File: config.mk
export PLATFORM = sky130hd
export DESIGN_NAME = net_force_arbiter
export DESIGN_NICKNAME = d
export VERILOG_FILES = /design/src/rtl/net_force_arbiter.sv
export SDC_FILE = /design/constraint.sdc
export NUM_CORES = 1
export LEC_CHECK = 0
export BUFFER_PORTS_ARGS = -buffer_cell sky130_fd_sc_hd__buf_2
export CAP_MARGIN = 20
export CORE_UTILIZATION = 35
export CTS_BUF_LIST = sky130_fd_sc_hd__clkbuf_8
export CTS_CLUSTER_DIAMETER = 60
export DETAILED_ROUTE_END_ITERATION = 8
export PLACE_DENSITY_LB_ADDON = 0.12
export SLEW_MARGIN = 20
export SYNTH_ARGS = -nofsm -noshare
export SYNTH_HDL_FRONTEND = slang
export SYNTH_SLANG_ARGS = --single-unit
File: constraint.sdc
create_clock -name clk_i -period 3.6 [get_ports clk_i]
set_input_delay 0.72 -clock clk_i [delete_from_list [all_inputs] [get_ports clk_i]]
set_output_delay 0.72 -clock clk_i [all_outputs]
set_load 0.02 [all_outputs]
File: src/rtl/net_force_arbiter.sv
`default_nettype none
// ============================================================================
// Module   : net_force_arbiter
// Purpose  : Shares one WIDTH-bit overridable net among N requesters. Each
//            requester can force the net to its own value for a programmed
//            number of cycles. The block runs a FORCE phase, then a one-cycle
//            RELEASE phase, so only one override is active at a time. Grants
//            rotate round-robin. Between overrides the net shows the nominal
//            driver.
// Ports    : clk_i         rising-edge clock
//            reset_i       synchronous, active-high reset
//            nominal_i     value driven when no override is active
//            req_i         per-requester override request (held until done)
//            req_value_i   requester i value at [i*WIDTH +: WIDTH]
//            req_hold_i    requester i hold length at [i*CNTW +: CNTW]
//            grant_o       one-hot grant, high during FORCE
//            value_out_o   registered net value
//            forced_o      high while an override drives value_out_o
//            done_o        one-cycle pulse on a completed (non-aborted) override
// Revision : 1.0  initial release
// ============================================================================
module net_force_arbiter #(
  parameter int N     = 4,
  parameter int WIDTH = 4,
  parameter int CNTW  = 8
) (
  input  logic                 clk_i,
  input  logic                 reset_i,
  input  logic [WIDTH-1:0]     nominal_i,
  input  logic [N-1:0]         req_i,
  input  logic [N*WIDTH-1:0]   req_value_i,
  input  logic [N*CNTW-1:0]    req_hold_i,
  output logic [N-1:0]         grant_o,
  output logic [WIDTH-1:0]     value_out_o,
  output logic                 forced_o,
  output logic [N-1:0]         done_o
);

  localparam int IDXW = $clog2(N);

  typedef enum logic [1:0] {
    S_IDLE    = 2'd0,
    S_FORCE   = 2'd1,
    S_RELEASE = 2'd2
  } state_t;

  state_t            state_q;
  logic [IDXW-1:0]   rr_ptr_q;
  logic [IDXW-1:0]   idx_q;
  logic [WIDTH-1:0]  val_q;
  logic [CNTW-1:0]   cnt_q;
  logic [N-1:0]      grant_q;
  logic [WIDTH-1:0]  value_out_q;
  logic              forced_q;
  logic [N-1:0]      done_q;

  logic [IDXW:0]     sum_d;
  logic [IDXW-1:0]   sel_idx_d;
  logic [WIDTH-1:0]  sel_val_d;
  logic [CNTW-1:0]   sel_hold_d;
  logic [CNTW-1:0]   cnt_load_d;
  logic [IDXW-1:0]   rr_next_d;

  // Round-robin pick: scan offsets from the farthest to the nearest so the
  // first set bit at or after rr_ptr_q is the final assignment.
  always_comb begin
    sum_d      = '0;
    sel_idx_d  = '0;
    sel_val_d  = '0;
    sel_hold_d = '0;
    for (int off = N - 1; off >= 0; off--) begin
      sum_d = {1'b0, rr_ptr_q} + (IDXW+1)'(off);
      if (sum_d >= (IDXW+1)'(N)) begin
        sum_d = sum_d - (IDXW+1)'(N);
      end
      if (req_i[sum_d[IDXW-1:0]]) begin
        sel_idx_d = sum_d[IDXW-1:0];
      end
    end
    for (int i = 0; i < N; i++) begin
      if (sel_idx_d == IDXW'(i)) begin
        sel_val_d  = req_value_i[i*WIDTH +: WIDTH];
        sel_hold_d = req_hold_i[i*CNTW +: CNTW];
      end
    end
  end

  // A hold of zero behaves as a hold of one, so both load a count of zero.
  assign cnt_load_d = (sel_hold_d == '0) ? '0 : sel_hold_d - CNTW'(1);
  assign rr_next_d  = (idx_q == IDXW'(N - 1)) ? '0 : idx_q + IDXW'(1);

  always_ff @(posedge clk_i) begin
    if (reset_i) begin
      state_q     <= S_IDLE;
      rr_ptr_q    <= '0;
      idx_q       <= '0;
      val_q       <= '0;
      cnt_q       <= '0;
      grant_q     <= '0;
      value_out_q <= '0;
      forced_q    <= 1'b0;
      done_q      <= '0;
    end else begin
      unique case (state_q)
        S_IDLE: begin
          done_q      <= '0;
          value_out_q <= nominal_i;
          if (|req_i) begin
            idx_q       <= sel_idx_d;
            val_q       <= sel_val_d;
            cnt_q       <= cnt_load_d;
            grant_q     <= N'(1) << sel_idx_d;
            forced_q    <= 1'b1;
            value_out_q <= sel_val_d;
            state_q     <= S_FORCE;
          end
        end
        S_FORCE: begin
          value_out_q <= val_q;
          if (!req_i[idx_q] || cnt_q == '0) begin
            // Abort (request dropped) takes priority and suppresses done.
            grant_q     <= '0;
            forced_q    <= 1'b0;
            value_out_q <= nominal_i;
            rr_ptr_q    <= rr_next_d;
            state_q     <= S_RELEASE;
            if (req_i[idx_q]) begin
              done_q <= N'(1) << idx_q;
            end
          end else begin
            cnt_q <= cnt_q - CNTW'(1);
          end
        end
        S_RELEASE: begin
          done_q      <= '0;
          value_out_q <= nominal_i;
          state_q     <= S_IDLE;
        end
        default: begin
          state_q <= S_IDLE;
        end
      endcase
    end
  end

  assign grant_o     = grant_q;
  assign value_out_o = value_out_q;
  assign forced_o    = forced_q;
  assign done_o      = done_q;

endmodule
`default_nettype wire

# Word level (Yosys, flattened, before mapping)
# Index checks and enable logic that the tools add are counted.
# totals
ff_bits,31
out_inout_bits,13
# classes
addsub,10
order_cmp,9
n_eq_ne,10
n_shift,2
n_mux,46
reduce_logical,17
# ops
op,count
$mux 8,7
$mux 4,10
$mux 2,11
$logic_not 8->1,2
$pmux 4 s2,2
$pmux 8 s2,1
$sub 8x1->8 const B,2
$lt 2x3->1 const B,5
$pmux 4 s3,1
$bmux 1 s2,5
$ge 3x3->1 const B,3
$reduce_and 3->1,3
$eq 2x2->1 const B,4
$ne 2x2->1 const B,4
$shl 1x2->4 const A,2
$sub 2x1->2 const B,4
$mux 1,7
$add 2x2->3 const B,2
$reduce_and 2->1,3
$eq 2x1->1 const B,2
$logic_not 2->1,2
$pmux 2 s2,1
$reduce_bool 2->1,2
$reduce_or 4->1,1
other kinds (8),8

# Longest topological paths before layout
# Gate-level depths: netlist of run 1.
# logic_depth
depth_word,18
mapped_depth,12
depth_no_buf,10

# Worst setup path before layout of run 1
# Ideal clock, no wire load.
# synth_path
path_kind,input to register
start,input req_i[1]
end,register cnt_q[6]
arrival_time_ns,2.993
required_ns,3.525
path_slack_ns,0.533
stages,12
path_cell_list,nand2b_1 o221ai_2 and2_4 buf_6 buf_8 mux2i_1 mux2_2 ha_1 nand3_1 or4b_1 a211o_1 a31oi_1
# synth_via
elab_chain_cells,15
elab_cells_between_ends,33
classes_between,add/sub (1); eq/ne (5); mux (21); reduce/logical (6)
# synth_rtl
item,line_no,text
start: declaration,30,"input logic [N-1:0] req_i,"
$bmux 1 s2,76,if (req_i[sum_d[IDXW-1:0]]) begin
$mux 1 (implied by the code),76,
$mux 2 (4 in series),76,
$logic_not 2->1,81,if (sel_idx_d == IDXW'(i)) begin
$mux 8 (4 in series),81,
$sub 8x1->8 / $logic_not 8->1 (equally long branches),89,assign cnt_load_d = (sel_hold_d == '0) ? '0 : sel_hold_d - CNTW'(1);
$mux 8,89,
$mux 8,108,if (|req_i) begin
$pmux 8 s2,104,unique case (state_q)
end signal: assignment,111,cnt_q <= cnt_load_d;
end signal: assignment,131,cnt_q <= cnt_q - CNTW'(1);
end: declaration,51,logic [CNTW-1:0] cnt_q;
# Several ways; a longest one is shown, not always the timed one. The select of a mux whose other input is x is not followed.
# A chain may end at the register's enable or synchronous reset.

# Final worst setup path of run 1
# Ends and elaborated chain as after synthesis.

==> results.cfg, run 1 <==
[power]
ir_drop_mv = 0.292
leakagePower_nw = 1.20
totalPowerFinal_mw = 1.90
p_per_area_nw_per_um2 = 692

[place]
port-buffer-count = 70
dpl_cell_area_um2 = 2660
dpl.hpwl_um = 4510
place_congestion = 0.804

[critical_path]
path_cells = buf_2 > nand2b_1 > o221ai_2 > and2_4 > mux2i_1 > mux2_2 > ha_1 > nand3_1 > or4b_1 > a211o_1 > a31oi_1
cp.required_ns = 3.81
crit_end = cnt_q[6]
start_kind = primary input
end_kind = flop
timing.rr.start = rr_ptr_q[1]
critPathLaunch = req_i[1]
cp.arrival_ns = 3.27
worstSetupPathType = primary input to flop
cp_max_fo = 14
critPathSlowestCell = or4b_1
critPathMaxStageDelay_ns = 0.55
ff2ff_setup_slack_ns = 0.77
reg2reg_depth = 10
worstReg2RegEnd = cnt_q[6]

[grt]
grtUsageTotal_pct = 19.3
antenna_found_initial = 0
grt_pass1_vias = 2131
gr-total-overflow = 0
grt_pass1_wl_um = 10000
grt_max_degree = 34

[floorplanning]
io_pins = 71
die_y_um = 82.2
initial_utilization_pct = 37.1
fp-row-count = 28
core-area_um2 = 6060
die-area_um2 = 6760
chipWidth_um = 82.2

[sta]
skew_ns = 0.00925
rsz0062_at_grt = no
hold_violations = 0
min_period_ns = 3.06
timing.fmax_mhz = 327
finalCritPeriodShare_pct = 84.9
relSlewSlack_pct = 43.7
setup_viol = 0
tns_ns = 0
tightestPinTransition_ns = 0.837
slew_viol_final = 0

[flow_run]
cap_violations = 0

[cts]
cts_resized = 0
hold_buffers = 0
clockBufferDepth = 2
cts_root_buf = clkbuf_8
cts_buffers = 5
cts.sinks = 31
cts_tree = built
cts_max_level = 2
clk_pin_slew_ns = 0.07
postCtsSetupBuffers = 0
clk_latency_ns = 0.29

[drt]
viasPerCell = 5.24
vias = 2221
ant_nets = 0
firstDrtPassIters = 4
routed_wl_um = 5860
drt_first_iter_violations = 139
wl_per_cell_um = 13.8
drc = 0

[logic_synthesis]
synthFlopType = dfxtp_1
yosysTopAreaCell = dfxtp_1
synth_edf_count = 0
ys_top_cells_by_area = dfxtp_1 28%, mux2i_1 12%, ha_1 6.1%
yosys_warnings = 0
postSynthAreaPerCell_um2 = 7.98
ys_seq_area_share_pct = 27.6
yosysTopAreaCellShare_pct = 27.6
synthesis.area_um2 = 2250
async_flop_share_pct = 0
yosys_register_bits = 31
ys_top_cells_by_count = 31 x dfxtp_1, 30 x nand2_1, 29 x nor2_1
yosysUniqueCellTypes = 45
synthCells = 282
synth.most_common_cell = dfxtp_1
synthesis.nets = 351

[layout]
fillers = 631
area_growth_syn_to_layout_pct = 21.9
antenna_cells = 0
drive_gt1_share_pct = 28.4
final_cell_area_um2 = 2740
nets = 418

[worst_hold_path]
hold_class = flop to flop
whs_path_depth = 2

[status]
status = complete, no violations
-- flip-flops by register name, indices dropped and copies added (netlist names) --
| register | cells |
|---|---|
| grant_o | 4 |
| idx_q | 2 |
| state_q | 2 |
| forced_o | 1 |
| done_o | 4 |
| cnt_q | 8 |
| rr_ptr_q | 2 |
| value_out_o | 4 |
| val_q | 4 |
-- worst min-delay path by stage --
stage | startpoint | to | slack [ns]
finish | value_out_o[0] | value_out_o[0] | 0.48
global route | value_out_o[3] | value_out_o[3] | 0.49
CTS | value_out_o[0] | value_out_o[0] | 0.48
detailed placement | value_out_o[0] | value_out_o[0] | 0.47
global placement | value_out_o[0] | value_out_o[0] | 0.46
floorplan | val_q[0] | val_q[0] | 0.45
-- critical path, delay by kind of cell --
| family | cells | cell delay (ns) |
|---|---|---|
| AOI/OAI and AO/OA | 3 | 0.62 |
| adders and majority gates | 1 | 0.18 |
| buffers and inverters | 1 | 0.13 |
| muxes | 2 | 0.41 |
| and+or+nand+nor | 4 | 1.20 |
-- area by class of cell --
type                            instances  area (um^2)  area share, %
Multi-Input combinational cell        221         1490           54.4
Sequential cell                        31          621           22.6
Timing Repair Buffer                   76          395           14.4
Tap cell                               75         93.8           3.42
Clock buffer                            6         82.6           3.01
Inverter                               14         52.6           1.92
Clock inverter                          1         5.00          0.182
-- metrics by stage --
step | util (%) | setup WS, ns | std cells | hold WS (ns)
after global routing | 45.3 | 0.323 | 424 | 0.493
after CTS | 45.3 | 0.557 | 424 | 0.479
final | 45.3 | 0.543 | 424 | 0.476
after global placement | 43.8 | 0.371 | 417 | 0.457
after floorplan | - | 0.533 | 282 | 0.454
after detailed placement | 43.8 | 0.255 | 417 | 0.469
-- layer usage --
layer	part of all wire [%]	routed length [um]	track usage (%)
met1	50	2900	27.7
met2	46	2680	29.3
met3	3.9	230	3.52
met4	0.79	46	5.26
met5	0	0	0
-- placed cells by master, fill, tap and decap left out, drive strengths merged, types with 2 or more instances in the layout --
cell     count
a22oi        5
a211o        2
dfxtp       31
a211oi       4
o2bb2ai      2
a221oi       2
nor4         7
nand2b       5
and2         2
a32oi        4
o21ai       21
a21oi       18
o31ai        3
o22ai        5
o211ai       5
mux2i       26
nand3        6
mux2        10
nand2       30
o21a         2
nor3         6
ha          11
or2          2
inv         14
clkbuf       6
xor2         2
xnor2        3
buf         76
nor2        29
-- cell families (layout without fill, tap and decap cells) --
kind of cell / count (synthesis) / after routing / share of synthesized area, %
buf+inv: 30 / 97 / 6.06
fa+ha+maj: 11 / 11 / 6.11
xor+xnor: 5 / 5 / 1.95
compound gates: 78 / 78 / 22.5
flops: 31 / 31 / 27.6
simple gates: 90 / 90 / 18.2
mux: 37 / 37 / 17.6
-- power breakdown --
group | total, mW | switching, mW | internal (mW) | leakage (nW)
logic | 1.08 | 0.649 | 0.433 | 0.900
clock network | 0.284 | 0.134 | 0.150 | 0.0470
registers | 0.533 | 0.0810 | 0.452 | 0.255
total | 1.90 | 0.863 | 1.04 | 1.20
Note: power is estimated with default switching activity, not from simulation.
==> run 2: changes to the inputs <==
Clock period 3.6 ns to 2.95 ns, I/O delays scaled along.
==> run 2 against run 1 <==
Worst setup slack lost 0.27 ns. Critical endpoint unchanged. Sequential share of layout area is 0.73 points lower. Die area unchanged. Via count rose by 3.1%. Highest routed layer unchanged.
==> results.cfg, run 2 (same netlist as run 1, synthesis figures left out) <==
[critical_path]
worstReg2RegEnd = cnt_q[6]
end_kind = flop
reg2reg_depth = 10
cp.arrival_ns = 2.89
ff2ff_setup_slack_ns = 0.31
start_kind = primary input
critPathMaxStageDelay_ns = 0.52
cp.required_ns = 3.16
path_cells = buf_2 > nand2b_1 > o221ai_2 > and2_4 > mux2i_1 > mux2_2 > ha_1 > nand3_1 > or4b_1 > a211o_1 > a31oi_1
critPathSlowestCell = or4b_1
worstSetupPathType = primary input to flop
timing.rr.start = rr_ptr_q[0]
cp_max_fo = 8

[sta]
min_period_ns = 2.68
rsz0062_at_grt = no
skew_ns = 0.00889
slew_viol_final = 0
tightestPinTransition_ns = 0.729
setup_ws_ns = 0.270
relSlewSlack_pct = 51.0
setup_viol = 0
timing.fmax_mhz = 373
hold_violations = 0
finalCritPeriodShare_pct = 90.9

[layout]
area_growth_syn_to_layout_pct = 26.0
antenna_cells = 0
final_common_cell = buf_2
top_register = cnt_q
nets = 431
layout_common_cells = 70 x buf_2, 31 x dfxtp_1, 30 x nand2_1, 29 x nor2_1, 26 x mux2i_1
largest_reg_flops = 8
drive_gt1_share_pct = 30.6

[floorplanning]
initial_utilization_pct = 37.1
core-area_um2 = 6060
die_y_um = 82.2
io_pins = 71
chipWidth_um = 82.2
die-area_um2 = 6760
fp-row-count = 28

[drt]
drt_first_iter_violations = 86
viasPerCell = 5.23
wl_per_cell_um = 13.6
drc = 0
firstDrtPassIters = 4
vias = 2289
routed_wl_um = 5950
ant_nets = 0

[power]
p_comb_share_pct = 59.3
p_sw_share_pct = 45.0
switchingPower_mw = 1.07
pwr-share-seq_pct = 27.3
p_per_area_nw_per_um2 = 841
totalPowerFinal_mw = 2.38
pwr-share-clk_pct = 13.3
leakagePower_nw = 1.27
ir_drop_mv = 0.365
internal_power_mw = 1.31

[place]
post-place-ws_ns = -0.0229
place_congestion = 0.897
port-buffer-count = 70
dpl.hpwl_um = 4680

[cts]
cts_max_level = 2
postCtsSetupBuffers = 0
cts.sinks = 31
cts_tree = built
clk_latency_ns = 0.29
cts_root_buf = clkbuf_8
cts_resized = 0
hold_buffers = 0
clockBufferDepth = 2
cts_buffers = 5
clk_pin_slew_ns = 0.07

[grt]
grtUsageTotal_pct = 18.6
grt_pass1_vias = 2069
grt_pass1_wl_um = 9550
antenna_found_initial = 0
gr-total-overflow = 0
grt_max_degree = 34

[worst_hold_path]
min_to = value_out_o[0]
hold_class = flop to flop
min_from = value_out_o[0]
whs_path_depth = 2

[status]
status = complete, no violations

[flow_run]
cap_violations = 0
## run 2: cell count changes in the layout (fill, tap and decap cells not counted), sizes merged
| cell | change |
|---|---|
| inv | +2 |
| clkbuf | -1 |
| buf | +13 |
## run 2: worst max path at each step
stage,startpoint,to,slack (ns),cells past startpoint
after detailed placement,req_i[2],cnt_q[6],-0.02,11
after global placement,req_i[2],cnt_q[6],0.05,11
after CTS,req_i[2],cnt_q[6],0.27,11
after global routing,rr_ptr_q[0],cnt_q[6],0.09,10
after floorplan,req_i[1],cnt_q[6],0.01,12
final,req_i[1],cnt_q[6],0.27,11
## run 2: layer usage
layer	wire [um]	vias to the layer above	track usage [%]
li1	-	1181	-
met1	2860	1048	24.8
met2	2750	53	29.9
met3	277	7	4.07
met4	60	0	5.44
met5	0	-	0
## run 2: worst max-delay path: cells and delay by family
family	cells	cell delay, ns
buf+inv	1	0.10
compound gates	3	0.60
mux	2	0.40
simple gates	4	1.03
fa+ha+maj	1	0.17
## run 2: cell type report
type	instances	area, um^2
flip-flops and latches	31	621
multi-input cells	221	1490
clock buffers	5	68.8
repair buffers	89	493
clock inverters	3	12.5
well taps	75	93.8
fillers	623	3230
inverters	14	52.6
## run 2: per-stage QoR
| stage | utilization [%] | hold WS [ns] | std cells | cell area [um^2] | TNS [ns] |
|---|---|---|---|---|---|
| 5_1_grt | 46.8 | 0.502 | 438 | 2840 | 0 |
| 6_report | 46.8 | 0.461 | 438 | 2840 | 0 |
| 4_1_cts | 46.8 | 0.465 | 438 | 2840 | 0 |
| 3_5_place_dp | 45.4 | 0.456 | 430 | 2750 | -0.0248 |
| 2_1_floorplan | - | 0.454 | 282 | 2250 | 0 |
| 3_3_place_gp | 45.4 | 0.456 | 430 | 2750 | 0 |
## run 2: power by group through the flow
stage	Clock (mW)	Sequential, mW	Combinational, mW
CTS	0.324	0.648	1.42
global placement	0	0.657	1.41
finish	0.318	0.652	1.41
floorplan	0	0.689	0.962
global route	0.344	0.668	1.57
detailed placement	0	0.656	1.41
